File: config.mk
export PLATFORM = sky130hd
export DESIGN_NAME = uart_cmd_handler
export DESIGN_NICKNAME = d
export VERILOG_FILES = /design/src/rtl/uart_cmd_handler.sv
export SDC_FILE = /design/constraint.sdc
export NUM_CORES = 1
export LEC_CHECK = 0
export ABC_CLOCK_PERIOD_IN_PS = 2200
export CAP_MARGIN = 0
export CORE_AREA = 2 2 70 121
export DETAILED_ROUTE_END_ITERATION = 10
export DIE_AREA = 0 0 72 123
export PLACE_DENSITY = 0.74
export RECOVER_POWER = 100
export SLEW_MARGIN = 0
export SYNTH_ARGS = -nofsm -noshare
export SYNTH_HDL_FRONTEND = slang
export SYNTH_SLANG_ARGS = --single-unit
File: constraint.sdc
create_clock -name clock -period 2.2 [get_ports clock]
set_input_delay 0.44 -clock clock [delete_from_list [all_inputs] [get_ports clock]]
set_output_delay 0.44 -clock clock [all_outputs]
set_load 0.005 [all_outputs]
File: src/rtl/uart_cmd_handler.sv
// rtl/uart_cmd_handler.sv - two-byte UART command front end with two-byte response transmit
// Optional inter-byte timeout in WAIT_ADDR is built when UART_CMD_TIMEOUT_EN is defined.
module uart_cmd_handler #(
  parameter int unsigned BYTE_TIMEOUT = 50_000_000,
  parameter int unsigned RSP_TIMEOUT  = 5_000_000,
  parameter int unsigned MAX_ADDR     = 31
) (
  input  logic       clock,
  input  logic       reset,
  input  logic       rx_done,
  input  logic [7:0] rx_byte,
  input  logic       tx_active,
  input  logic       tx_done,
  output logic       tx_dv,
  output logic [7:0] tx_byte,
  output logic       cmd_valid,
  output logic [7:0] cmd_code,
  output logic [7:0] cmd_addr,
  input  logic       rsp_valid,
  input  logic [7:0] rsp_code,
  input  logic [7:0] rsp_data,
  output logic       busy,
  output logic       overrun
);

  typedef enum logic [2:0] {
    IDLE, WAIT_ADDR, ISSUE, WAIT_RSP, SEND0, WAIT0, SEND1, WAIT1
  } state_t;

  localparam logic [31:0] RSP_LAST  = 32'(RSP_TIMEOUT - 1);
  localparam logic [31:0] TIMER_MAX = '1;

  state_t      state, state_nxt;
  logic [7:0]  byte0, byte1;
  logic [31:0] rsp_timer;
  logic        addr_ok;
  logic        rsp_expired;
  logic        byte_expired;

  assign addr_ok     = (32'(rx_byte) <= MAX_ADDR);
  assign rsp_expired = (rsp_timer == RSP_LAST);

`ifdef UART_CMD_TIMEOUT_EN
  localparam logic [31:0] BYTE_LAST = 32'(BYTE_TIMEOUT - 1);
  logic [31:0] byte_timer;

  // Restarts from zero on every entry to WAIT_ADDR; saturates instead of wrapping.
  always_ff @(posedge clock or posedge reset) begin
    if (reset)
      byte_timer <= '0;
    else if (state != WAIT_ADDR)
      byte_timer <= '0;
    else if (byte_timer != TIMER_MAX)
      byte_timer <= byte_timer + 32'd1;
  end

  assign byte_expired = (state == WAIT_ADDR) && (byte_timer == BYTE_LAST) && !rx_done;
`else
  assign byte_expired = 1'b0;
`endif

  always_ff @(posedge clock or posedge reset) begin
    if (reset)
      state <= IDLE;
    else
      state <= state_nxt;
  end

  always_comb begin
    state_nxt = state;
    cmd_valid = 1'b0;
    tx_dv     = 1'b0;
    tx_byte   = 8'h00;
    busy      = 1'b1;
    case (state)
      IDLE: begin
        busy = 1'b0;
        if (rx_done) state_nxt = WAIT_ADDR;
      end
      WAIT_ADDR: begin
        busy = 1'b0;
        if (rx_done)
          state_nxt = addr_ok ? ISSUE : SEND0;
        else if (byte_expired)
          state_nxt = IDLE;
      end
      ISSUE: begin
        cmd_valid = 1'b1;
        state_nxt = WAIT_RSP;
      end
      WAIT_RSP: begin
        if (rsp_valid || rsp_expired) state_nxt = SEND0;
      end
      SEND0: begin
        tx_byte = byte0;
        if (!tx_active) begin
          tx_dv     = 1'b1;
          state_nxt = WAIT0;
        end
      end
      WAIT0: begin
        tx_byte = byte0;
        if (tx_done) state_nxt = SEND1;
      end
      SEND1: begin
        tx_byte = byte1;
        if (!tx_active) begin
          tx_dv     = 1'b1;
          state_nxt = WAIT1;
        end
      end
      WAIT1: begin
        tx_byte = byte1;
        if (tx_done) state_nxt = IDLE;
      end
      default: state_nxt = IDLE;
    endcase
  end

  // Response bytes are loaded once per command: error code, consumer reply or timeout code.
  always_ff @(posedge clock or posedge reset) begin
    if (reset) begin
      cmd_code  <= 8'h00;
      cmd_addr  <= 8'h00;
      byte0     <= 8'h00;
      byte1     <= 8'h00;
      rsp_timer <= '0;
      overrun   <= 1'b0;
    end else begin
      if (rx_done && busy) overrun <= 1'b1;
      case (state)
        IDLE: begin
          if (rx_done) cmd_code <= rx_byte;
        end
        WAIT_ADDR: begin
          if (rx_done) begin
            cmd_addr <= rx_byte;
            if (!addr_ok) begin
              byte0 <= 8'hFE;
              byte1 <= 8'h00;
            end
          end else if (byte_expired) begin
            cmd_code <= 8'h00;
          end
        end
        ISSUE: begin
          rsp_timer <= '0;
        end
        WAIT_RSP: begin
          if (rsp_valid) begin
            byte0 <= rsp_code;
            byte1 <= rsp_data;
          end else if (rsp_expired) begin
            byte0 <= 8'hFD;
            byte1 <= 8'h00;
          end else if (rsp_timer != TIMER_MAX) begin
            rsp_timer <= rsp_timer + 32'd1;
          end
        end
        default: ;
      endcase
    end
  end

endmodule

Word level (Yosys, flattened, before mapping)
Index checks and enable logic that the tools add are counted.

cells by class
  $add $sub $neg = 1
  magnitude comparators = 1
  equal/unequal tests = 21
  multiplexer cells = 28
  reductions and logical operators = 14

operators with widths
  kind                                                                              count
  32-bit 2-to-1 mux                                                                 3
  8-bit 2-to-1 mux                                                                  8
  32-bit one-hot mux with 2 select lines                                            1
  8-bit one-hot mux with 2 select lines                                             3
  32-bit by 1-bit adder with 32-bit output, second input constant                   1
  32-bit by 23-bit equality test with 1-bit output, second input constant           1
  32-bit != test, second input constant                                             1
  3-bit 2-to-1 mux                                                                  8
  3-bit one-hot mux with 8 select lines                                             1
  2-bit != test, second input constant                                              11
  3-bit equality test, second input constant                                        4
  8-bit by 5-bit less-or-equal comparator with 1-bit output, second input constant  1
  4-bit AND reduction                                                               2
  2-bit OR reduction                                                                4
  7-bit AND reduction                                                               1
  3-bit by 2-bit equality test with 1-bit output, second input constant             2
  1-bit 2-to-1 mux                                                                  4
  2-bit AND reduction                                                               2
  2-bit nonzero test                                                                2
  3-bit by 1-bit equality test with 1-bit output, second input constant             1
  3-bit zero test                                                                   1
  3-bit != test, second input constant                                              1
  1-bit logical AND                                                                 1
  1-bit logical OR                                                                  1

storage, ports and cells
  register bits after elaboration = 68
  input port bits = 30
  output and inout bits = 28
  logic and storage cells = 72

Logic depth before layout (Yosys ltp)
  depth in word-level cells = 5
  depth in mapped cells = 9
  gate-level depth less buffers = 7

Worst setup path after synthesis
Ideal clock, no wire load.

  kind = flip-flop to flip-flop
  start = register rsp_timer[0]
  end = register byte1[0]
  setup time = 0.121 ns
  arrival = 1.758 ns
  required time = 2.079 ns
  slack = 0.321 ns
  cell stages (with the launch flop) = 9
  buffers on the path = 2
  period minus slack after synthesis = 1.879 ns
  cells stage by stage = dfrtp_1 > ha_1 > and3_1 > nand3_1 > o31a_1 > buf_6 > a21o_1 > buf_6 > a22o_1

on the way
  longest elaborated chain between the ends = 3

ends and longest elaborated chain
  item                                              RTL line  source
  start: declaration                                35        logic [31:0] rsp_timer;
  start signal: assignment                          157       rsp_timer <= rsp_timer + 32'd1;
  32-bit by 23-bit equality test with 1-bit output  41        assign rsp_expired = (rsp_timer == RSP_LAST);
  3-bit != test (no line)                           --
  4-bit AND reduction (no line)                     --
  end signal: assignment                            152       byte1 <= rsp_data;
  end: declaration                                  34        logic [7:0] byte0, byte1;

Every way passes these cells.
A chain may end at the register's enable or synchronous reset.

Final worst setup path
  start = register rsp_timer[26]
  end = register rsp_timer[31]

on the way
  longest elaborated chain between the ends = 5
  elaborated cells between the ends (all ways) = 10
  those cells by class = add/sub (1); eq/ne (4); mux (4); reduce/logical (1)

ends and longest elaborated chain
  item                                      RTL line  source
  32-bit by 1-bit adder with 32-bit output  157
  32-bit 2-to-1 mux                         156       end else if (rsp_timer != TIMER_MAX) begin
  32-bit 2-to-1 mux                         153       end else if (rsp_expired) begin
  32-bit 2-to-1 mux                         150       if (rsp_valid) begin
  32-bit one-hot mux with 2 select lines    131       case (state)

Parallel ways exist; a longest one is shown, timed or not. The select of a mux whose other input is x is not followed.

==> impl_metrics.tcl <==
set metrics [dict create \
    clock_skew_ns 0.003611 \
    die-area_um2 8856 \
    fmaxAchievable_ghz 0.4675 \
    crit_buf_inv 0 \
    yosysSeqAreaShare_pct 46.32 \
    cp_max_fo 6 \
    finalNetCount 475 \
    antennaDiodeCount 0 \
    final_period_minus_worst_setup_slack_ns 2.139 \
    synth_largest_area_cell "dfrtp_1" \
    i_o_pin_cnt 58 \
    postSynthCellCount 365 \
    first_global_vias 3546 \
    synth_top_cells_by_area "dfrtp_1 46%, mux2_2 4.9%, nand2_1 3.7%, o21ai_0 3.7%, o31ai_1 3.1%" \
    synthMostInstantiatedCell "dfrtp_1" \
    critPathKind "reg -> reg" \
    worst_setup_hold_path_clk_slew_ns 0.06 \
    post-route-worst-setup-slack_ns 0.06104 \
    power_per_cell_area_nw_per_um2 1145 \
    yosys.area.top_type_share_pct 46.32 \
    first_pass_grt_wire_length_um 17240 \
    fraction_of_the_core_area_covered_by_cells_at_the_end_of_the_flow_pct 61.57 \
    post-route-cell-area_um2 4870 \
    syn_area_um2 3674 \
    io_buffer_count 57 \
    post-dp-hpwl_um 7401 \
    tightest_slew_ns 0.9489 \
    setup_total_negative_slack_ns 0 \
    cp_cell_sequence "and4_1 > and3_2 > nand4_1 > and2_1 > nand3_4 > o31ai_1" \
    slowest_stage "dfrtp_1" \
    insertion_delay_ns 0.34 \
    power.combinational.fraction_pct 38.9 \
    outcome "finished clean" \
    grt_start_max_net_pins 69 \
    ctsLongestPathBuffers 2 \
    post-route-period-util_pct 97.23 \
    area_growth_pct 32.56 \
    final.fill_count 652 \
    drtIter0Drc 376 \
    internal_power_uw 3793 \
    post_route_cells_drive_above_1_share_pct 20.04 \
    core_area_um2 7909 \
    ir_drop_uv 745.2 \
    vias 3381 \
    gpl.final_weighted_congestion 0.9074 \
    worstSetupEndpointType "register" \
    track_usage_pct 25.51 \
    cts_inserted_buffers 9 \
    p_leak_uw 0.002036 \
    vias_per_cell 6.273 \
    fp-row-count 43 \
    synth_fp_nets 396 \
    pre_cts_ws_ns -0.01712 \
    critPathMaxStageDelay_ns 0.46 \
    report.final.hold_viol_count 0 \
    synth.distinct_cells 58 \
    worst_ep_required_time_ns 2.43 \
    synthArstFlopShare_pct 100.0 \
    initial_utilization_pct 46.45 \
    critPathArrivalTime_ns 2.37 \
    syn_avg_cell_area_um2 10.06 \
    final-max-slew-violation-count 0 \
    hold_class "reg -> reg" \
    residual_drc_count 0 \
    cts_tree "built" \
    yosys_register_bits 68 \
    power.sequential.fraction_pct 33.4 \
    swShare_pct 32.01 \
    grt_antenna_before_repair 0 \
    clock_tree.htree_level_count 3 \
    critical-path-top-delay-family "simple AND/OR/NAND/NOR gates" \
    setup_viol 0 \
    ys.flop_type "dfrtp_1" \
    die_width_um 72 \
    setup.worst_path.start "rsp_timer[26]" \
    count_of_flip_flops_with_a_built_in_enable_after_synthesis 0 \
    gr-total-overflow 0 \
    share_clk_of_total_power_pct 27.7 \
    placed_cell_area_um2 4489 \
    max-slew-margin-rel_pct 36.74 \
    netSwitchingPower_uw 1785 \
    critical_path.startpoint_type "register" \
    worst_r2r_startpoint "rsp_timer[26]" \
    post_synth_most_frequent_cells "68 x dfrtp_1, 36 x nand2_1, 27 x o21ai_0" \
    cts.root.buffer_cell "clkbuf_16" \
    ant_nets 0 \
    clock-sinks 68 \
    routedWlPerCell_um 19.48 \
    routed_wirelength_um 10500 \
    hold_start "byte0[0]" \
    hold_ws_ns 0.4700 \
    post_cts_hold_buffer_count 0 \
    die_height_um 123 \
    drv_cap 0 \
    synthesis.yosys.warnings 0 \
    dr.pass1.iters 5 \
]
==> cells in the final DEF, fill, tap and decap left out, types with 4 or more instances in the layout <==
cell type        count
a21oi_1             14
a22o_1               8
a31oi_1             10
and2_1               6
and3_1               6
buf_4               29
clkbuf_16            9
clkbuf_8             4
clkdlybuf4s50_1     56
dfrtp_1             67
inv_1                4
mux2_2              16
mux2i_1              9
nand2_1             35
nand3_1             18
nand4_1              9
nor2_1              17
nor2b_1              9
o211ai_1             4
o21ai_0             27
o21ai_1              4
o22a_1               7
o31ai_1             15
==> final timing paths <==
path | to | slack [ns] | cells after the start
setup reg to reg | rsp_timer[31] | 0.06 | 6
min in group asynchronous | byte0[2] | 0.85 | 3
max in group asynchronous | rsp_timer[16] | 0.68 | 3
hold reg to reg | byte0[0] | 0.47 | 2
setup / recovery | rsp_timer[31] | 0.06 | 6
hold / removal | byte0[0] | 0.47 | 2
==> sequential cells by signal, indices dropped and copies added (netlist names) <==
register	flops
byte1	8
rsp_timer	32
byte0	8
cmd_code	8
overrun	1
cmd_addr	8
state	3
==> power by group through the flow <==
stage          Clock (uW)  Combinational [uW]  Sequential (uW)
2_1_floorplan           0                1190             1830
4_1_cts              1560                2170             1860
3_5_place_dp            0                2150             1870
6_report             1550                2170             1860
5_1_grt              1610                2370             1910
3_3_place_gp            0                2090             1850
==> area by class of cell <==
class                           count  area [um2]  share of cell area (%)
Tap cell                           90       112.6                   2.312
Timing Repair Buffer               90       847.1                   17.39
Inverter                            6       22.52                  0.4625
Sequential cell                    68        1703                   34.97
Clock buffer                       13       280.3                   5.755
Clock inverter                      3       42.54                  0.8736
Multi-Input combinational cell    269        1862                   38.23
==> logic make-up (layout without fill, tap and decap cells) <==
kind of cell | Yosys count | count (layout) | share of synthesized area [%]
flops | 68 | 68 | 46.32
compound gates | 102 | 102 | 18.67
mux | 25 | 25 | 7.357
simple gates | 141 | 141 | 22.75
fa+ha+maj | 1 | 1 | 0.3405
buf+inv | 28 | 112 | 4.564
==> worst min-delay path: cells and delay by family (launching register included) <==
kind	cells	cell delay, ns
flip-flops	1	0.34
AND/OR/NAND/NOR	2	0.10
==> through the flow <==
step,cells,power [uW]
final,539,5578
after global placement,522,3947
after detailed placement,522,4021
after CTS,538,5594
after floorplan,365,3021
after global routing,539,5888
==> routing by layer <==
metal / wire length, um / track usage [%]
met1: 3763 / 28.13
met2: 5619 / 43.69
met3: 554 / 5.297
met4: 565 / 16.75
met5: 0 / 0
==> what timing repair did <==
item	in CTS	in global routing
buffers inserted	0	1
setup endpoints to repair	11	30
pin swaps	0	2
resized for setup	3	11
Note: power is estimated with default switching activity, not from simulation.
